$ cat src/rtl/bright_pwm_ctrl_if.sv
`default_nettype none
// ----------------------------------------------------------------------------
// bright_pwm_ctrl_if : sensor-value in, filtered value / duty / PWM out
// Rev 1.0
// ----------------------------------------------------------------------------
interface bright_pwm_ctrl_if;
   logic [11:0] I_bright_data;
   logic [11:0] O_filt_data;
   logic [7:0]  O_duty;
   logic        O_pwm;

   modport master (
      output I_bright_data,
      input  O_filt_data,
      input  O_duty,
      input  O_pwm
   );

   modport slave (
      input  I_bright_data,
      output O_filt_data,
      output O_duty,
      output O_pwm
   );
endinterface
`default_nettype wire

$ cat src/rtl/bright_pwm_ctrl.sv
`default_nettype none
// ----------------------------------------------------------------------------
// bright_pwm_ctrl : ALS low-pass filter -> hysteretic duty map -> slewed PWM
// Rev 1.0
// ----------------------------------------------------------------------------
module bright_pwm_ctrl #(
   parameter int SAMPLE_DIV = 50000,
   parameter int FILT_SHIFT = 3,
   parameter int HYST       = 4,
   parameter int RAMP_DIV   = 50000,
   parameter int DUTY_MIN   = 16,
   parameter int DUTY_MAX   = 255
) (
   input  wire logic        I_clk,
   input  wire logic        I_reset,
   bright_pwm_ctrl_if.slave bus
);

   localparam int SW = $clog2(SAMPLE_DIV);
   localparam int RW = (RAMP_DIV > 1) ? $clog2(RAMP_DIV) : 1;
   localparam int AW = 12 + FILT_SHIFT;
   localparam logic [SW-1:0] SAMPLE_LAST = SW'(SAMPLE_DIV - 1);
   localparam logic [RW-1:0] RAMP_LAST   = RW'(RAMP_DIV - 1);
   localparam logic [7:0]    DMIN        = 8'(DUTY_MIN);
   localparam logic [15:0]   SPAN        = 16'(DUTY_MAX - DUTY_MIN + 1);
   localparam logic [8:0]    HYST9       = 9'(HYST);

   typedef enum logic [1:0] {
      S_IDLE = 2'd0,
      S_FILT = 2'd1,
      S_MAP  = 2'd2,
      S_CMP  = 2'd3
   } state_t;

   // Input synchroniser
   logic [11:0] sync1_q, sync2_q;

   always_ff @(posedge I_clk) begin
      if (I_reset) begin
         sync1_q <= '0;
         sync2_q <= '0;
      end else begin
         sync1_q <= bus.I_bright_data;
         sync2_q <= sync1_q;
      end
   end

   // Sample and ramp tick dividers
   logic [SW-1:0] scnt_q;
   logic [RW-1:0] rcnt_q;
   logic          w_stick, w_rtick;

   assign w_stick = (scnt_q == SAMPLE_LAST);
   assign w_rtick = (rcnt_q == RAMP_LAST);

   always_ff @(posedge I_clk) begin
      if (I_reset) begin
         scnt_q <= '0;
         rcnt_q <= '0;
      end else begin
         scnt_q <= w_stick ? '0 : scnt_q + SW'(1);
         rcnt_q <= w_rtick ? '0 : rcnt_q + RW'(1);
      end
   end

   // Filter / map / compare datapath
   state_t      state_q;
   logic [11:0] x_q, filt_q, filt_d;
   logic [AW-1:0] acc_q, acc_d;
   logic        seed_q, seed_cyc_q;
   logic [7:0]  map_q, map_d, target_q;
   logic [15:0] w_prod;
   logic [8:0]  w_diff;

   // The true result always fits in AW bits, so modular arithmetic is exact.
   always_comb begin
      acc_d  = seed_q ? (AW'(x_q) << FILT_SHIFT)
                      : acc_q + AW'(x_q) - (acc_q >> FILT_SHIFT);
      filt_d = 12'(acc_d >> FILT_SHIFT);
   end

   assign w_prod = 16'(filt_q[11:4]) * SPAN;
   assign map_d  = DMIN + 8'(w_prod >> 8);
   assign w_diff = (map_q >= target_q) ? ({1'b0, map_q} - {1'b0, target_q})
                                       : ({1'b0, target_q} - {1'b0, map_q});

   always_ff @(posedge I_clk) begin
      if (I_reset) begin
         state_q    <= S_IDLE;
         x_q        <= '0;
         acc_q      <= '0;
         seed_q     <= 1'b1;
         seed_cyc_q <= 1'b0;
         filt_q     <= '0;
         map_q      <= DMIN;
         target_q   <= DMIN;
      end else begin
         case (state_q)
            S_IDLE: begin
               if (w_stick) begin
                  x_q     <= sync2_q;
                  state_q <= S_FILT;
               end
            end
            S_FILT: begin
               acc_q      <= acc_d;
               filt_q     <= filt_d;
               seed_cyc_q <= seed_q;
               seed_q     <= 1'b0;
               state_q    <= S_MAP;
            end
            S_MAP: begin
               map_q   <= map_d;
               state_q <= S_CMP;
            end
            S_CMP: begin
               if (seed_cyc_q || (w_diff > HYST9)) begin
                  target_q <= map_q;
               end
               state_q <= S_IDLE;
            end
            default: state_q <= S_IDLE;
         endcase
      end
   end

   // Slew limiter; sees the pre-update target when a CMP lands on the same edge
   logic [7:0] duty_q;

   always_ff @(posedge I_clk) begin
      if (I_reset) begin
         duty_q <= DMIN;
      end else if (w_rtick) begin
         if (duty_q < target_q) begin
            duty_q <= duty_q + 8'd1;
         end else if (duty_q > target_q) begin
            duty_q <= duty_q - 8'd1;
         end
      end
   end

   // PWM generator; duty is only picked up at the period boundary
   logic [7:0] pcnt_q, applied_q;
   logic       pwm_q;

   always_ff @(posedge I_clk) begin
      if (I_reset) begin
         pcnt_q    <= '0;
         applied_q <= '0;
         pwm_q     <= 1'b0;
      end else begin
         pcnt_q <= pcnt_q + 8'd1;
         if (pcnt_q == 8'hFF) begin
            applied_q <= duty_q;
         end
         pwm_q <= (applied_q == 8'hFF) || (pcnt_q < applied_q);
      end
   end

   assign bus.O_filt_data = filt_q;
   assign bus.O_duty      = duty_q;
   assign bus.O_pwm       = pwm_q;

endmodule
`default_nettype wire
$ cat src/flat_wrapper.sv
// flat-port wrapper written by rule: the top's interface ports become plain ports
module bright_pwm_ctrl_flat 
#(
   parameter int SAMPLE_DIV = 50000,
   parameter int FILT_SHIFT = 3,
   parameter int HYST       = 4,
   parameter int RAMP_DIV   = 50000,
   parameter int DUTY_MIN   = 16,
   parameter int DUTY_MAX   = 255
)
  (I_clk, I_reset, bus_I_bright_data, bus_O_filt_data, bus_O_duty, bus_O_pwm);
  bright_pwm_ctrl_if bus_i ();
  input  wire logic I_clk;
  input  wire logic I_reset;
  input wire logic [$bits(bus_i.I_bright_data)-1:0] bus_I_bright_data;
  output wire logic [$bits(bus_i.O_filt_data)-1:0] bus_O_filt_data;
  output wire logic [$bits(bus_i.O_duty)-1:0] bus_O_duty;
  output wire logic [$bits(bus_i.O_pwm)-1:0] bus_O_pwm;
  assign bus_i.I_bright_data = bus_I_bright_data;
  assign bus_O_filt_data = bus_i.O_filt_data;
  assign bus_O_duty = bus_i.O_duty;
  assign bus_O_pwm = bus_i.O_pwm;
  bright_pwm_ctrl #(.SAMPLE_DIV(SAMPLE_DIV), .FILT_SHIFT(FILT_SHIFT), .HYST(HYST), .RAMP_DIV(RAMP_DIV), .DUTY_MIN(DUTY_MIN), .DUTY_MAX(DUTY_MAX)) u_core (.I_clk(I_clk), .I_reset(I_reset), .bus(bus_i));
endmodule
$ cat config.mk
export PLATFORM = sky130hd
export DESIGN_NAME = bright_pwm_ctrl_flat
export DESIGN_NICKNAME = d
export VERILOG_FILES = /design/src/rtl/bright_pwm_ctrl_if.sv /design/src/rtl/bright_pwm_ctrl.sv /design/src/flat_wrapper.sv
export SDC_FILE = /design/constraint.sdc
export NUM_CORES = 1
export LEC_CHECK = 0
export ABC_AREA = 1
export BUFFER_PORTS_ARGS = -buffer_cell sky130_fd_sc_hd__buf_2
export CAP_MARGIN = 15
export CORE_MARGIN = 1
export CORE_UTILIZATION = 62
export DETAILED_ROUTE_END_ITERATION = 8
export PLACE_DENSITY_LB_ADDON = 0.12
export SKIP_LAST_GASP = 1
export SYNTH_ARGS = -nofsm -noshare
export SYNTH_HDL_FRONTEND = slang
export SYNTH_SLANG_ARGS = --single-unit
$ cat constraint.sdc
create_clock -name I_clk -period 3.6 [get_ports I_clk]
set_input_delay 0.72 -clock I_clk [delete_from_list [all_inputs] [get_ports I_clk]]
set_output_delay 0.72 -clock I_clk [all_outputs]
set_load 0.01 [all_outputs]
==> reports/metrics.cfg <==
[status]
status = completed

[placed_design]
dp_slack_ps = 305.1
placedCellCount = 1291
place_congestion = 0.9192
portBuffers = 34
hpwl_um = 12030

[clock_tree]
cts_resized = 0
clock_tree.root_cell = clkbuf_16
numCtsBuffers = 17
cts_hold_buffers = 0
cts_setup_buffers = 0
cts_tree = built
clock_latency_ps = 420
clock_sinks = 128
clock_path_buffers = 2
h-tree-depth = 4
cts.clk_slew.worst_paths_ps = 60

[grt]
grt_antenna_before_repair = 0
grt_pass1_wl_um = 26880
overflow = 0
grt_start_max_net_pins = 40
grt_pass1_vias = 6077
track_usage = 0.2509

[power_and_ir_drop]
p_int_mw = 3.713
comb_power_share = 0.506
power.density_nw_per_um2 = 737.3
p_leak_nw = 4.276
ir_drop_uv = 388.7
p_sw_mw = 2.877
switching_share = 0.4366
pwr-share-seq = 0.247
clockPowerShare = 0.247

[yosys]
synth_area_per_cell_um2 = 7.301
syn-num-nets = 1232
yosys_warnings = 0
ys.flop_type = dfxtp_1
synth_edf_count = 0
synth_top_area_frac = 0.3148
async_flop_share = 0
synthTopCellsByArea = dfxtp_1, ha_1, inv_1, nand2_1, a21oi_1
synthesis.area_um2 = 8140
synthCells = 1115
yosysUniqueCellTypes = 43
seq_area_frac_synth = 0.3148
ys_ff_latch = 128
synth_common_cells = inv_1, nand2_1, dfxtp_1
synth.most_common_cell = inv_1
synth_top_cell_by_area = dfxtp_1

[worst_setup_path]
crit_path_cell_trace = buf_4, fa_1, fa_1, ha_1, a21oi_1, o21bai_2, nand2_1, nand2_1, nand2_1, nand3b_1, nand2_1, inv_1, ha_1, xor2_1, o21ai_0, inv_1
cp_slowest_stage_delay_ps = 540
r2r_end = u_core.map_q[6]$_SDFFE_PP0P_
cp.depth = 16
ff2ff_setup_slack_ps = 350
crit_buf_inv = 3
crit_top_cell = nand2_1
endpoint_kind = flop
crit_required_ps = 3910
ff2ff_path_depth = 16
critical_path.startpoint = u_core.acc_q[8]$_SDFFE_PP0N_
startpoint_type = flop
endpoint = u_core.map_q[6]$_SDFFE_PP0P_
worstSetupPathType = reg -> reg
critical_path.top_delay_family = adder cells
arrival_ps = 3560
critPathSlowestCell = fa_1
crit_fanout = 5
timing.rr.start = u_core.acc_q[8]$_SDFFE_PP0N_

[route]
drc_errors = 0
wl_per_cell_um = 12.12
top_layer = met4
drtAntennaViolNets = 0
routed_wirelength_um = 16030
vias = 6807
wl_met1_um = 7546
route.met3.wl_um = 420
viasPerCell = 5.145
dr.pass1.iters = 5
met2_length_um = 7702
drtIter0Drc = 426

[final_layout]
final_nets = 1255
n_antenna_cell = 0
fin_cells = 1323
area_delta_synth_final_pct = 9.806
drive_gt1_frac = 0.07819

[timing]
hold_slack_ps = 400.9
setup_slack_ps = 352.1
final_min_period_over_clock_period = 0.9022
tns_ps = 0
setup_viol = 0
hold_viol_final = 0
tightest_slew_ps = 951.8
period_needed_ps = 3248
drv_slew = 0
rsz0062_at_grt = false
slew_headroom = 0.3648
max_clock_freq_mhz = 307.9
fin_worst_skew_ps = 6.047

[die]
die_x_um = 116.6
io_pins = 35
row_count = 41
die_area_um2 = 13590
fp.coreArea_um2 = 12720
start_util = 0.6399
fp.dieH_um = 116.6

[worst_hold_path]
hp-class = reg -> reg

[job]
max_cap_viol_count = 0

## through the flow
stage / total power, mW / util / area, um2
3_3_place_gp: 4.895 / 0.6584 / 8377
6_report: 6.590 / 0.7026 / 8939
4_1_cts: 6.608 / 0.7023 / 8935
2_1_floorplan: 4.377 / - / 8140
5_1_grt: 7.178 / 0.7026 / 8939
3_5_place_dp: 4.966 / 0.6584 / 8377
## worst min-delay path, stage by stage, from the launching register on
cell and delay [ps]:
dfxtp_1 290, inv_1 40, nor2_1 30
## per-layer routing
layer	track usage	vias up
met4	0.09873	0
met3	0.03840	22
li1	-	3587
met2	0.4260	101
met5	0	-
met1	0.3207	3097
## sequential cells by signal, summed over array words and instances (netlist names), 2 cells and up
signal	cells
u_core.rcnt_q	16
u_core.scnt_q	16
u_core.acc_q	15
u_core.sync1_q	12
u_core.sync2_q	12
u_core.x_q	12
u_core.applied_q	8
u_core.bus.O_duty	8
u_core.map_q	8
u_core.pcnt_q	8
u_core.target_q	8
u_core.state_q	2
## placed cells by master, fill, tap and decap left out, types with 3 or more instances in the layout
master / netlist / routed
a211oi_1: 14 / 14
nor2_1: 109 / 109
inv_1: 218 / 218
o21a_1: 5 / 5
buf_4: 12 / 7
a31oi_1: 3 / 3
nor4_1: 5 / 5
nand2_1: 182 / 182
dfxtp_1: 128 / 128
xnor2_1: 7 / 7
ha_1: 76 / 76
buf_2: 2 / 34
fa_1: 27 / 27
nor3b_1: 7 / 7
a21o_1: 3 / 3
inv_6: 0 / 6
nand2_2: 5 / 5
o21ai_0: 53 / 53
xor2_1: 17 / 17
clkbuf_16: 0 / 17
nand3_1: 45 / 45
nand4_1: 14 / 14
a21oi_1: 115 / 115
or2_2: 3 / 3
nor3_1: 15 / 15
o211ai_1: 5 / 5
## worst min-delay path by stage
| stage | cells after the start | endpoint | from | slack, ps |
|---|---|---|---|---|
| 3_5_place_dp | 2 | u_core.sync2_q[3]$_SDFF_PP0_ | u_core.sync1_q[3]$_SDFF_PP0_ | 390 |
| 4_1_cts | 2 | u_core.sync2_q[3]$_SDFF_PP0_ | u_core.sync1_q[3]$_SDFF_PP0_ | 400 |
| 5_1_grt | 2 | u_core.sync2_q[3]$_SDFF_PP0_ | u_core.sync1_q[3]$_SDFF_PP0_ | 420 |
| 2_1_floorplan | 2 | u_core.sync2_q[0]$_SDFF_PP0_ | u_core.sync1_q[0]$_SDFF_PP0_ | 390 |
| 6_report | 2 | u_core.sync2_q[3]$_SDFF_PP0_ | u_core.sync1_q[3]$_SDFF_PP0_ | 400 |
| 3_3_place_gp | 2 | u_core.sync2_q[5]$_SDFF_PP0_ | u_core.sync1_q[5]$_SDFF_PP0_ | 390 |
## kinds of logic after synthesis
kind of cell,count (synthesis),synth area share
flip-flops,128,0.3148
AO/OA/AOI/OAI,207,0.1385
XOR/XNOR,24,0.02582
buffers and inverters,257,0.1262
AND/OR/NAND/NOR,396,0.2115
adder cells (fa/ha/maj),103,0.1832
## power groups by stage
stage	combinational [mW]	clock (mW)	sequential, mW
final	3.34	1.63	1.62
after global routing	3.82	1.71	1.64
after CTS	3.33	1.65	1.62
after detailed placement	3.31	0	1.65
after global placement	3.25	0	1.65
after floorplan	2.76	0	1.62
## cell type report
cell class / count / area (um2)
multi-input combinational: 730 / 4554
fill: 1120 / 3784
sequential: 128 / 2562
inverter: 220 / 825.8
clock buffer: 19 / 432.9
timing repair buffer: 41 / 222.7
tap: 172 / 215.2
clock inverter: 13 / 125.1
Power figures use the tool's default switching activity.
